### src/rtl/or_unit_arbiter.sv
// or_unit_arbiter: round-robin sharing of one external 74x32 OR package
// among NREQ requesters. The winner's operands are latched onto the shared
// unit and held for SETTLE cycles, then or_y is captured and returned along
// with the requester's ID.
// Optional build macro: OR_UNIT_ARB_STATS_EN adds the grant_count output,
// a saturating 16-bit count of completed operations.
module or_unit_arbiter #(
  parameter int unsigned NREQ   = 4,
  parameter int unsigned WIDTH  = 2,
  parameter int unsigned SETTLE = 2
) (
  input  logic                      clk,
  input  logic                      rst,
  input  logic [NREQ-1:0]           req,
  input  logic [NREQ*WIDTH-1:0]     req_a,
  input  logic [NREQ*WIDTH-1:0]     req_b,
  output logic [NREQ-1:0]           ack,
  output logic                      busy,
  output logic [WIDTH-1:0]          or_a,
  output logic [WIDTH-1:0]          or_b,
  input  logic [WIDTH-1:0]          or_y,
  output logic                      rsp_valid,
  output logic [WIDTH-1:0]          rsp_data,
  output logic [$clog2(NREQ)-1:0]   rsp_id
`ifdef OR_UNIT_ARB_STATS_EN
  ,
  output logic [15:0]               grant_count
`endif
);

  localparam int unsigned ID_W  = $clog2(NREQ);
  localparam int unsigned CNT_W = (SETTLE > 1) ? $clog2(SETTLE) : 1;

  typedef enum logic [1:0] {
    IDLE    = 2'd0,
    DRIVE   = 2'd1,
    CAPTURE = 2'd2
  } state_t;

  state_t             state, state_nxt;
  logic [ID_W-1:0]    ptr, ptr_nxt;
  logic [CNT_W-1:0]   cnt, cnt_nxt;
  logic [ID_W-1:0]    id_r, id_nxt;
  logic [WIDTH-1:0]   or_a_nxt, or_b_nxt;
  logic [WIDTH-1:0]   rsp_data_nxt;
  logic [ID_W-1:0]    rsp_id_nxt;
  logic [NREQ-1:0]    ack_nxt;
  logic               rsp_valid_nxt;
  logic               found;
  logic [ID_W-1:0]    win;
  int unsigned        idx;

  // State register and registered outputs, all loaded from next-state values.
  always_ff @(posedge clk) begin
    if (rst) begin
      state     <= IDLE;
      ptr       <= '0;
      cnt       <= '0;
      id_r      <= '0;
      or_a      <= '0;
      or_b      <= '0;
      rsp_data  <= '0;
      rsp_id    <= '0;
      ack       <= '0;
      rsp_valid <= 1'b0;
      busy      <= 1'b0;
    end else begin
      state     <= state_nxt;
      ptr       <= ptr_nxt;
      cnt       <= cnt_nxt;
      id_r      <= id_nxt;
      or_a      <= or_a_nxt;
      or_b      <= or_b_nxt;
      rsp_data  <= rsp_data_nxt;
      rsp_id    <= rsp_id_nxt;
      ack       <= ack_nxt;
      rsp_valid <= rsp_valid_nxt;
      busy      <= (state_nxt != IDLE);
    end
  end

  // Next-state logic: round-robin grant, settle countdown, result capture.
  always_comb begin
    state_nxt     = state;
    ptr_nxt       = ptr;
    cnt_nxt       = cnt;
    id_nxt        = id_r;
    or_a_nxt      = or_a;
    or_b_nxt      = or_b;
    rsp_data_nxt  = rsp_data;
    rsp_id_nxt    = rsp_id;
    ack_nxt       = '0;
    rsp_valid_nxt = 1'b0;
    found         = 1'b0;
    win           = '0;
    idx           = 0;

    // First requesting index at or after ptr, wrapping at NREQ.
    for (int unsigned i = 0; i < NREQ; i++) begin
      idx = (32'(ptr) + i) % NREQ;
      if (!found && req[idx]) begin
        found = 1'b1;
        win   = ID_W'(idx);
      end
    end

    unique case (state)
      IDLE: begin
        if (found) begin
          or_a_nxt  = req_a[win*WIDTH +: WIDTH];
          or_b_nxt  = req_b[win*WIDTH +: WIDTH];
          id_nxt    = win;
          cnt_nxt   = CNT_W'(SETTLE - 1);
          ptr_nxt   = (32'(win) == NREQ - 1) ? '0 : win + 1'b1;
          state_nxt = DRIVE;
        end
      end
      DRIVE: begin
        if (cnt == '0) begin
          rsp_data_nxt  = or_y;
          rsp_id_nxt    = id_r;
          rsp_valid_nxt = 1'b1;
          ack_nxt[id_r] = 1'b1;
          state_nxt     = CAPTURE;
        end else begin
          cnt_nxt = cnt - 1'b1;
        end
      end
      CAPTURE: begin
        state_nxt = IDLE;
      end
      default: begin
        state_nxt = IDLE;
      end
    endcase
  end

`ifdef OR_UNIT_ARB_STATS_EN
  // Saturating count of completed operations, one per CAPTURE cycle.
  always_ff @(posedge clk) begin
    if (rst) begin
      grant_count <= '0;
    end else if (state == CAPTURE && grant_count != 16'hFFFF) begin
      grant_count <= grant_count + 16'd1;
    end
  end
`endif

endmodule

### config.mk
export PLATFORM = sky130hd
export DESIGN_NAME = or_unit_arbiter
export DESIGN_NICKNAME = d
export VERILOG_FILES = /design/src/rtl/or_unit_arbiter.sv
export SDC_FILE = /design/constraint.sdc
export NUM_CORES = 1
export LEC_CHECK = 0
export CAP_MARGIN = 20
export CORE_MARGIN = 2
export CORE_UTILIZATION = 41
export DETAILED_ROUTE_END_ITERATION = 8
export PLACE_DENSITY_LB_ADDON = 0.3
export SKIP_CTS_REPAIR_TIMING = 1
export SLEW_MARGIN = 20
export SYNTH_ARGS = -nofsm -noshare
export SYNTH_HDL_FRONTEND = slang
export SYNTH_SLANG_ARGS = --single-unit
### constraint.sdc
create_clock -name clk -period 1.77 [get_ports clk]
set_input_delay 0.354 -clock clk [delete_from_list [all_inputs] [get_ports clk]]
set_output_delay 0.354 -clock clk [all_outputs]
set_load 0.005 [all_outputs]
# Word level (Yosys, flattened, before mapping)
# Cells that the tools add are included.
[op_classes]
order_cmp = 6
n_addsub = 5
bitwise_logic = 2
shift = 2
eq_ne = 3
muxes = 26
n_reduce_logical = 15
[op_table]
columns = ["cell", "n"]
rows = [
  ["indexed part select 8 x 4 -> 2 bit", 2],
  ["less-than comparator 2 x 3 -> 1 bit (second input constant)", 5],
  ["two-way mux 2 bit", 7],
  ["two-way mux 1 bit", 12],
  ["binary-select mux 1 bit (select 2 bit)", 4],
  ["AND reduction 2 bit", 3],
  ["adder 2 x 1 -> 2 bit (second input constant)", 2],
  ["adder 2 bit (second input constant)", 2],
  ["logical AND 1 bit", 4],
  ["one-hot mux 2 bit (2 select lines)", 1],
  ["nonzero test 2 bit", 2],
  ["zero test 1 bit", 3],
  ["OR reduction 3 bit", 1],
  ["demux 1 bit (select 2 bit)", 1],
  ["equality test 2 x 1 -> 1 bit (second input constant)", 1],
  ["equality test 2 bit (second input constant)", 1],
  [">= comparator 2 x 1 -> 1 bit (second input constant)", 1],
  ["zero test 2 bit", 1],
  ["!= test 2 bit (second input constant)", 1],
  ["NOT 1 bit", 2],
  ["one-hot mux 1 bit (2 select lines)", 1],
  ["OR reduction 2 bit", 1],
  ["subtractor 1 bit (second input constant)", 1],
]
[word_totals]
out_inout_bits = 14
wordCells = 70
input_bits = 24
register_bits = 21

# Longest topological paths before layout
# Gate-level depths: netlist of run 1.
[depth]
ltp_word = 15
mapped_depth = 6

# Least setup slack after synthesis of run 1
# Ideal clock, no wire load.
[synth_timing]
kind = "reg2reg"
from = "register ptr[1]"
to = "register or_b[0]"
setup_ps = 133
path_slack_ps = 317
synth_period_minus_slack_ps = 1453
stages_incl_launch_ff = 6
n_path_buf = 0
t_arrival_ps = 1320
path_cell_list = "dfxtp_1 -> mux2i_1 -> nor2_1 -> a311oi_2 -> nand2b_1 -> o221ai_1"
[synth_via]
elab_chain_cells = 13
word_cells_on_any_way = 27
[synth_lines]
columns = ["item", "line_no", "text"]
rows = [
  ["start, declared", "41", "logic [ID_W-1:0] ptr, ptr_nxt;"],
  ["start signal, assigned", "69", "ptr <= ptr_nxt;"],
  ["parallel branches: the longest is 13 deep, another holds adder 2 x 1 -> 2 bit", "-", ""],
  ["end signal, assigned", "73", "or_b <= or_b_nxt;"],
  ["end, declared", "20", "output logic [WIDTH-1:0] or_b,"],
]
# Several ways; the timed one is not identified. The select of a mux whose other input is x is not followed.
# A chain may end at the register's enable or synchronous reset.

# Worst setup path after layout of run 1
[layout_timing]
from = "input port req[1]"
to = "register or_a[0]"
[layout_via]
elab_chain_cells = 13
word_cells_on_any_way = 24
[layout_lines]
columns = ["item", "line_no", "text"]
rows = [
  ["start, declared", "14", "input logic [NREQ-1:0] req,"],
  ["binary-select mux 1 bit (select 2 bit)", "101", "if (!found && req[idx]) begin"],
  ["two-way mux 1 bit (implied by the code)", "101", ""],
  ["two-way mux 1 bit", "101", ""],
  ["zero test 1 bit", "101", ""],
  ["logical AND 1 bit", "101", ""],
  ["two-way mux 1 bit", "101", ""],
  ["zero test 1 bit", "101", ""],
  ["logical AND 1 bit", "101", ""],
  ["two-way mux 1 bit", "101", ""],
  ["zero test 1 bit", "101", ""],
  ["logical AND 1 bit", "101", ""],
  ["two-way mux 2 bit / two-way mux 1 bit (equally long branches)", "101", ""],
  ["indexed part select 8 x 4 -> 2 bit / AND reduction 2 bit (equally long branches)", "-", ""],
  ["end signal, assigned", "72", "or_a <= or_a_nxt;"],
  ["end, declared", "19", "output logic [WIDTH-1:0] or_a,"],
]
# Several ways; a longest one is shown, not always the timed one. The select of a mux whose other input is x is not followed.

==> flow_summary.json, run 1 <==
{
  "finalPower_mw": 1.13,
  "start_kind": "primary input",
  "area_growth_pct": 53.8,
  "synth_common_cells": "dfxtp_1 (21), a21oi_1 (10), mux2i_1 (10)",
  "clock_latency_ps": 310,
  "skew_ps": 8.54,
  "io_buffers": 37,
  "gr-usage-met1_pct": 21.2,
  "grt_pass1_vias": 815,
  "cpMaxStageDelayCell": "clkdlybuf4s50_1",
  "top_usage_layer": "met2",
  "synth_area_leaders": "dfxtp_1 (47%), mux2i_1 (11%), a21oi_1 (5.6%)",
  "path_delay_family": "buffers and inverters",
  "async_flop_share_pct": 0,
  "period_needed_ps": 1620,
  "path_cells": "clkdlybuf4s50_1, a21oi_1, o21ai_1, o2bb2a_1, buf_4, mux2i_1, o221ai_1",
  "max_slew_margin_pct": 69.4,
  "slew_viol_final": 0,
  "worst-path-buf-inv": 2,
  "finalCritPeriodShare_pct": 91.4,
  "postRouteAntennaNets": 0,
  "grtUsageMet2_pct": 31.6,
  "rows": 16,
  "clk_path_buf_depth": 2,
  "worstHoldPathType": "flop to flop",
  "fmax_mhz": 618,
  "antenna_cells": 0,
  "p_leak_nw": 0.536,
  "drtIter0Drc": 6,
  "dpl.hpwl_mm": 1.55,
  "dp_cells": 163,
  "grt_pass1_wl_mm": 3.50,
  "drt_pass1_iterations": 2,
  "coreArea_sq_um": 2000,
  "drc": 0,
  "grt_overflow_total": 0,
  "regArea_sq_um": 420,
  "cts_sinks": 21,
  "maxCapViolCount": 0,
  "viasPerCell": 5.01,
  "slowest_delay_ps": 470,
  "gp_congestion": 0.831,
  "ys_seq_area_share_pct": 47.1,
  "die_width_microns": 50.7,
  "synth_top_area_share_pct": 47.1,
  "tightest_slew_ps": 456,
  "crit_path_end_kind": "flop",
  "criticalPathCategory": "primary input to flop",
  "ys_types": 27,
  "hold_viol": 0,
  "grt_max_degree": 13,
  "rsz0062_at_grt": "no",
  "multi_input_area_sq_um": 437,
  "io_pins": 38,
  "start_util_pct": 44.6,
  "yosysMostFrequentCell": "dfxtp_1",
  "met3_usage_pct": 3.27,
  "wl_per_cell_microns": 12.5,
  "synth_ff_type": "dfxtp_1",
  "syn-num-nets": 119,
  "routed_wl_mm": 2.08,
  "crit_arrival_ps": 1820,
  "clk_pin_slew_worst_paths_ps": 120,
  "ir_drop_mv": 0.453,
  "fin_nets": 165,
  "synth_area_sq_um": 893,
  "status": "complete, no violations",
  "num_vias": 837,
  "synth_edf_count": 0,
  "cts_tree": "yes",
  "h-tree-depth": 1,
  "cts-root-buf": "clkbuf_4",
  "yosysTopAreaCell": "dfxtp_1",
  "nFillCells": 158,
  "grtUsageTotal_pct": 18.1,
  "synthCells": 95,
  "die_h_microns": 50.7,
  "critPathRequiredTime_ps": 1970,
  "powerDensity_nw_per_um2": 820,
  "drive_gt1_share_pct": 12.1,
  "postSynthAreaPerCell_sq_um": 9.40,
  "layout.cells.non_filler": 167,
  "ys_seq_elements": 21,
  "dieArea_sq_um": 2570,
  "setup_violations": 0,
  "dp_slack_ps": -235,
  "path_max_fanout": 8,
  "numCtsBuffers": 3,
  "worst_slack_ps": 152,
  "yosysWarningCount": 0,
  "antenna_found_initial": 0
}
worst min-delay path, stage by stage (launching register included):
cell     delay (ps)
dfxtp_1         320
o21ai_0          60
a21oi_1          60
path summary, 6_finish.rpt:
path                                   end                     start  cells after the start  slack [ps]
hold reg to reg   rsp_data[0]$_SDFFE_PP0P_  rsp_data[0]$_SDFFE_PP0P_                      2         490
hold / removal    rsp_data[0]$_SDFFE_PP0P_  rsp_data[0]$_SDFFE_PP0P_                      2         490
setup reg to reg      or_b[0]$_SDFFE_PP0P_       ptr[1]$_SDFFE_PP0P_                      5         170
setup / recovery      or_a[0]$_SDFFE_PP0P_                    req[1]                      7         150
cell families after synthesis:
kind of cell	count (synthesis)	synth area share (%)
AO/OA/AOI/OAI	25	19.5
multiplexers	10	11.2
flip-flops	21	47.1
buffers and inverters	8	4.06
AND/OR/NAND/NOR	31	18.2
flip-flops by register name, summed over array words and instances (netlist names):
name       flops
ack            4
busy           1
cnt            1
id_r           2
or_a           2
or_b           2
ptr            2
rsp_data       2
rsp_id         2
rsp_valid      1
state          2
cell type report:
cell class / count / area share (%)
flip-flops and latches: 21 / 30.6
clock buffers: 3 / 1.64
inverters: 2 / 0.546
repair buffers: 47 / 32.6
clock inverters: 1 / 0.364
well taps: 27 / 2.46
multi-input cells: 66 / 31.8
placed cells by master (no fill, tap or decap):
master            n
nand2_2           1
nor2_1            8
o21ai_1           1
a22oi_1           1
nand2_1           8
dlymetal6s2s_1    1
dfxtp_1          21
a31oi_1           1
or3b_1            1
clkdlybuf4s50_1  36
nor3b_1           1
buf_4            10
and3_1            1
inv_1             2
o221ai_1          4
a311oi_2          1
o21ai_0           4
nor3_1            2
o41ai_2           1
nand2b_1          3
a21oi_1          10
o2bb2a_1          1
clkbuf_4          3
clkinv_2          1
a221oi_1          1
nand3b_1          6
mux2i_1          10
metal layers:
layer,wire length (microns),vias to the layer above,share of wire (%)
li1,-,434,-
met1,925,382,44
met2,1050,19,51
met3,82,2,3.9
met4,22,0,1.1
met5,0,-,0
through the flow:
stage / hold slack [ps] / instance area [sq um] / TNS [ps] / util (%)
floorplan: 445 / 893 / 0 / -
global placement: 462 / 1340 / -996 / 67.1
detailed placement: 468 / 1340 / -1370 / 67.1
CTS: 487 / 1370 / 0 / 68.5
global route: 535 / 1370 / 0 / 68.6
finish: 487 / 1370 / 0 / 68.6
power breakdown:
group          total (mW)  switching (mW)  internal [mW]
sequential          0.562          0.0398          0.523
combinational       0.331           0.133          0.198
clock               0.233           0.148         0.0844
total                1.13           0.321          0.805
Power figures use the tool's default switching activity.
==> run 2: changes to the inputs <==
- ABC_AREA: not set -> 1
- CORE_ASPECT_RATIO: not set -> 2
- CORE_UTILIZATION: 41 -> 46
==> run 2 against run 1 <==
Net effect:
- global-route usage increased by 0.94 points
- the flow now finishes with violations (setup timing)
- fmax decreased by 12%
- non-clock buffer count increased by 7
- critical path type is now flop to flop
- count of clock-buffer cells in the layout unchanged
- worst hold slack got worse by 9.5 ps
- clock skew decreased by 3.6 ps
- final cell count increased by 67%
- via count increased by 80%
- clock power increased by 33%
- combinational power increased to 7.8 times the previous value
- critical path depth increased by 6
- routed wire length increased by 90%
==> flow_summary.json, run 2 <==
{
  "status": "complete, but fails checks",
  "violations": "setup timing",
  "gp_congestion": 0.851,
  "crit_arrival_ps": 2010,
  "clk_pin_slew_worst_paths_ps": 80,
  "final_common_cell": "clkdlybuf4s50_1",
  "dp_cells": 259,
  "p_leak_nw": 1.02,
  "worstHoldPathType": "flop to flop",
  "yosysTopAreaCell": "dfxtp_1",
  "io_buffers": 37,
  "wl_per_cell_microns": 14.2,
  "tns_ps": -182,
  "dpl.hpwl_mm": 2.17,
  "io_pins": 38,
  "syn-num-nets": 214,
  "layout.cells.non_filler": 279,
  "clk_path_buf_depth": 2,
  "drtIter0Drc": 82,
  "synthCells": 190,
  "drive_gt1_share_pct": 31.6,
  "ys_seq_area_share_pct": 33.2,
  "grt_pass1_wl_mm": 4.54,
  "mostFrequentLayoutCells": "clkdlybuf4s50_1 (33), inv_1 (31), nand2_1 (30), dfxtp_1 (19), nand2_2 (17)",
  "area_growth_pct": 65.7,
  "fin_nets": 275,
  "path_delay_family": "simple AND/OR/NAND/NOR gates",
  "grt_max_degree": 13,
  "tightest_slew_ps": 342,
  "postSynthAreaPerCell_sq_um": 6.66,
  "criticalPathCategory": "flop to flop",
  "synth_area_leaders": "dfxtp_1 (33%), nand2_1 (13%), inv_1 (9.8%)",
  "dieArea_sq_um": 3210,
  "hold_viol": 0,
  "crit_path_end_kind": "flop",
  "slowest_delay_ps": 330,
  "cts_sinks": 21,
  "grt_overflow_total": 0,
  "antenna_found_initial": 0,
  "yosysWarningCount": 0,
  "setup_violations": 7,
  "holdWs_ps": 478,
  "start_kind": "flop",
  "final_core_util_pct": 78.5,
  "grtUsageTotal_pct": 19.1,
  "worst_slack_ps": -74.9,
  "synth_ff_type": "dfxtp_1",
  "die_h_microns": 78.2,
  "synth_top_area_share_pct": 33.2,
  "regArea_sq_um": 425,
  "slew_viol_final": 0,
  "powerDensity_nw_per_um2": 1720,
  "coreArea_sq_um": 2670,
  "h-tree-depth": 1,
  "multi_input_area_sq_um": 878,
  "period_needed_ps": 1840,
  "cpMaxStageDelayCell": "dfxtp_2",
  "antenna_cells": 0,
  "drc": 0,
  "rows": 27,
  "routed_wl_mm": 3.96,
  "maxCapViolCount": 0,
  "grt_pass1_vias": 1135,
  "ys_seq_elements": 21,
  "path_max_fanout": 6,
  "dp_slack_ps": -353,
  "finalCritPeriodShare_pct": 104,
  "ir_drop_mv": 0.958,
  "synth_common_cells": "nand2_1 (45), inv_1 (33), dfxtp_1 (21)",
  "cts-root-buf": "clkbuf_8",
  "synth_edf_count": 0,
  "ys_types": 21,
  "max_slew_margin_pct": 77.1,
  "numCtsBuffers": 3,
  "regMostFlops": "ack",
  "start_util_pct": 47.4,
  "nFillCells": 176,
  "async_flop_share_pct": 0,
  "drt_pass1_iterations": 4,
  "worst-path-buf-inv": 5,
  "num_vias": 1505,
  "rsz0062_at_grt": "yes",
  "fmax_mhz": 542,
  "viasPerCell": 5.39,
  "cts_tree": "yes",
  "largest_register_ffs": 4,
  "die_width_microns": 41.1,
  "postRouteAntennaNets": 0,
  "yosysMostFrequentCell": "nand2_1",
  "path_cells": "buf_12, buf_4, nand2_4, nand3_4, nand2_4, clkinvlp_4, nand3_4, buf_6, nand4_1, nand3_1, nand3_1, nand2_1, inv_1",
  "skew_ps": 4.89,
  "synth_area_sq_um": 1260,
  "critPathRequiredTime_ps": 1930,
  "clock_latency_ps": 260
}
==> run 2: logic make-up after synthesis <==
family                 count (synthesis)  share of synthesized area (%)
AO/OA/AOI/OAI                         15                           6.13
AND/OR/NAND/NOR                      113                           46.8
flip-flops                            21                           33.2
buffers and inverters                 41                           13.8
==> run 2: worst paths after layout <==
check	start	to	slack (ps)	depth (start not counted)
hold / removal	rsp_id[0]$_SDFFE_PP0P_	rsp_id[0]$_SDFFE_PP0P_	480	2
setup reg to reg	ptr[0]$_SDFFE_PP0P_	or_b[0]$_SDFFE_PP0P_	-70	13
setup / recovery	ptr[0]$_SDFFE_PP0P_	or_b[0]$_SDFFE_PP0P_	-70	13
hold reg to reg	rsp_id[0]$_SDFFE_PP0P_	rsp_id[0]$_SDFFE_PP0P_	480	2
==> run 2: final cells by class <==
cell class	count	share of cell area [%]
sequential	21	20.3
multi-input combinational	132	41.9
clock buffer	3	1.97
clock inverter	1	0.239
tap	29	1.73
inverter	38	8.18
timing repair buffer	54	25.4
timing repair inverter	1	0.299
==> run 2: tightest hold or removal path, stage by stage (launching register included) <==
cell	delay, ps
dfxtp_1	320
nand2_1	60
a21oi_1	50
==> run 2: power breakdown <==
group	internal, mW	leakage (nW)	switching, mW
registers	0.619	0.174	0.107
logic	1.06	0.820	1.51
clock network	0.157	0.0255	0.154
total	1.83	1.02	1.77
==> run 2: routing by layer <==
metal,vias to the layer above,share of wire [%],global-route usage [%],wire length [microns]
met5,-,0,0,0
met4,0,3.2,5.00,128
met3,15,7.4,3.39,291
met2,93,49,28.0,1950
met1,672,40,28.0,1590
li1,725,-,-,-
==> run 2: stage by stage <==
step | cell area, sq um | total power, mW
2_1_floorplan | 1260 | 1.92
3_3_place_gp | 1700 | 2.37
3_5_place_dp | 1700 | 2.41
4_1_cts | 1750 | 2.72
5_1_grt | 2100 | 3.82
6_report | 2100 | 3.60
==> run 3: changes to the inputs <==
- SKIP_LAST_GASP: not set -> 1
==> run 3 against run 2 <==
Net effect:
- the run still ends with setup timing left
- global-route usage is the same
- setup slack worse by 18 ps
- clock skew down 1.7 ps
- register-to-register slack got worse by 20 ps
- final cell count is the same
- worst hold slack improved by 0.96 ps
- power about the same
- via count fell by 0.93%
- sequential power decreased by 0.6%
- design area fell by 0.36%
- utilization fell by 0.28 points
- critical endpoint unchanged
==> flow_summary.json, run 3 (synthesized netlist as in run 2, its figures left out) <==
{
  "path_max_fanout": 6,
  "regMostFlops": "ack",
  "start_util_pct": 47.4,
  "worst_slack_ps": -92.4,
  "drt_pass1_iterations": 4,
  "rr_worst_depth": 13,
  "holdWs_ps": 479,
  "dp_cells": 259,
  "die_h_microns": 78.2,
  "tightest_slew_ps": 341,
  "h-tree-depth": 1,
  "crit_arrival_ps": 2030,
  "area_growth_pct": 65.1,
  "wl_per_cell_microns": 14.2,
  "timing.rr.end": "or_b[0]$_SDFFE_PP0P_",
  "rows": 27,
  "num_vias": 1491,
  "clk_pin_slew_worst_paths_ps": 80,
  "final_common_cell": "clkdlybuf4s50_1",
  "largest_register_ffs": 4,
  "start_kind": "flop",
  "antenna_cells": 0,
  "grt_pass1_vias": 1135,
  "dpl.hpwl_mm": 2.17,
  "clock_latency_ps": 260,
  "nFillCells": 178,
  "critPathRequiredTime_ps": 1930,
  "criticalPathCategory": "flop to flop",
  "cts_tree": "yes",
  "p_leak_nw": 1.02,
  "slew_viol_final": 0,
  "io_pins": 38,
  "mostFrequentLayoutCells": "clkdlybuf4s50_1 (33), inv_1 (31), nand2_1 (30), dfxtp_1 (19), nand2_2 (17)",
  "cts_sinks": 21,
  "grtUsageTotal_pct": 19.1,
  "worst-r2r-setup-slack_ps": -90,
  "drtIter0Drc": 94,
  "finalCritPeriodShare_pct": 105,
  "violations": "setup timing",
  "io_buffers": 37,
  "hold_viol": 0,
  "fin_nets": 275,
  "r2r_start": "ptr[0]$_SDFFE_PP0P_",
  "setup_violations": 5,
  "crit_path_end_kind": "flop",
  "grt_max_degree": 13,
  "viasPerCell": 5.34,
  "grt_overflow_total": 0,
  "drc": 0,
  "clk_path_buf_depth": 2,
  "postRouteAntennaNets": 0,
  "max_slew_margin_pct": 77.2,
  "fmax_mhz": 537,
  "gp_congestion": 0.851,
  "period_needed_ps": 1860,
  "min_to": "rsp_id[0]$_SDFFE_PP0P_",
  "status": "complete, but fails checks",
  "layout.cells.non_filler": 279,
  "worstHoldPathType": "flop to flop",
  "dieArea_sq_um": 3210,
  "drive_gt1_share_pct": 31.6,
  "maxCapViolCount": 0,
  "die_width_microns": 41.1,
  "ir_drop_mv": 0.882,
  "worstHoldStart": "rsp_id[0]$_SDFFE_PP0P_",
  "numCtsBuffers": 3,
  "antenna_found_initial": 0,
  "skew_ps": 3.22,
  "grt_pass1_wl_mm": 4.54,
  "coreArea_sq_um": 2670,
  "cts-root-buf": "clkbuf_8",
  "powerDensity_nw_per_um2": 1730,
  "rsz0062_at_grt": "yes",
  "whs_path_depth": 2,
  "routed_wl_mm": 3.96
}
run 3: worst max path at each step:
stage / start / endpoint / depth (start not counted)
after floorplan: ptr[0]$_SDFFE_PP0P_ / or_b[0]$_SDFFE_PP0P_ / 14
after global placement: req[3] / or_a[1]$_SDFFE_PP0P_ / 14
after detailed placement: req[3] / or_a[1]$_SDFFE_PP0P_ / 14
after CTS: req[3] / or_b[1]$_SDFFE_PP0P_ / 14
after global routing: ptr[0]$_SDFFE_PP0P_ / or_b[0]$_SDFFE_PP0P_ / 14
final: ptr[0]$_SDFFE_PP0P_ / or_b[0]$_SDFFE_PP0P_ / 13
run 3: worst max-delay path, cell delays in order (launching register included):
cell        delay [ps]
dfxtp_2            330
buf_12             140
buf_4              140
nand2_4             70
nand3_2             90
nand2_4            120
clkinvlp_4         160
nand3_4            180
buf_6              120
nand4_1            100
nand3_1            110
nand3_1             80
nand2_1             70
inv_1               40
run 3: routing by layer:
| layer | up-vias | track usage, % | part of all wire, % |
|---|---|---|---|
| li1 | 722 | - | - |
| met4 | 0 | 5.00 | 1.5 |
| met3 | 10 | 3.39 | 9.1 |
| met2 | 94 | 28.0 | 50 |
| met1 | 665 | 28.0 | 39 |
| met5 | - | 0 | 0 |
run 3: final cells by class:
type	count	area (sq um)	share of cell area [%]
tap	29	36.3	1.74
clock inverter	1	5.00	0.240
clock buffer	3	41.3	1.98
inverter	38	171	8.21
multi-input combinational	132	871	41.7
timing repair inverter	1	6.26	0.300
sequential	21	425	20.4
timing repair buffer	54	532	25.5
run 3: per-stage QoR:
| step | cell area [sq um] | utilization (%) | setup WS, ps | power [mW] | setup TNS, ps |
|---|---|---|---|---|---|
| finish | 2090 | 78.2 | -92.4 | 3.60 | -228 |
| detailed placement | 1700 | 63.8 | -353 | 2.41 | -2620 |
| global placement | 1700 | 63.8 | -316 | 2.37 | -2170 |
| global route | 2090 | 78.2 | -139 | 3.82 | -661 |
| floorplan | 1260 | - | 164 | 1.92 | 0 |
| CTS | 1750 | 65.5 | -76.7 | 2.72 | -312 |
run 3: power breakdown:
group	internal (mW)	switching, mW	total [mW]
sequential	0.618	0.104	0.722
clock	0.157	0.156	0.313
combinational	1.06	1.51	2.57
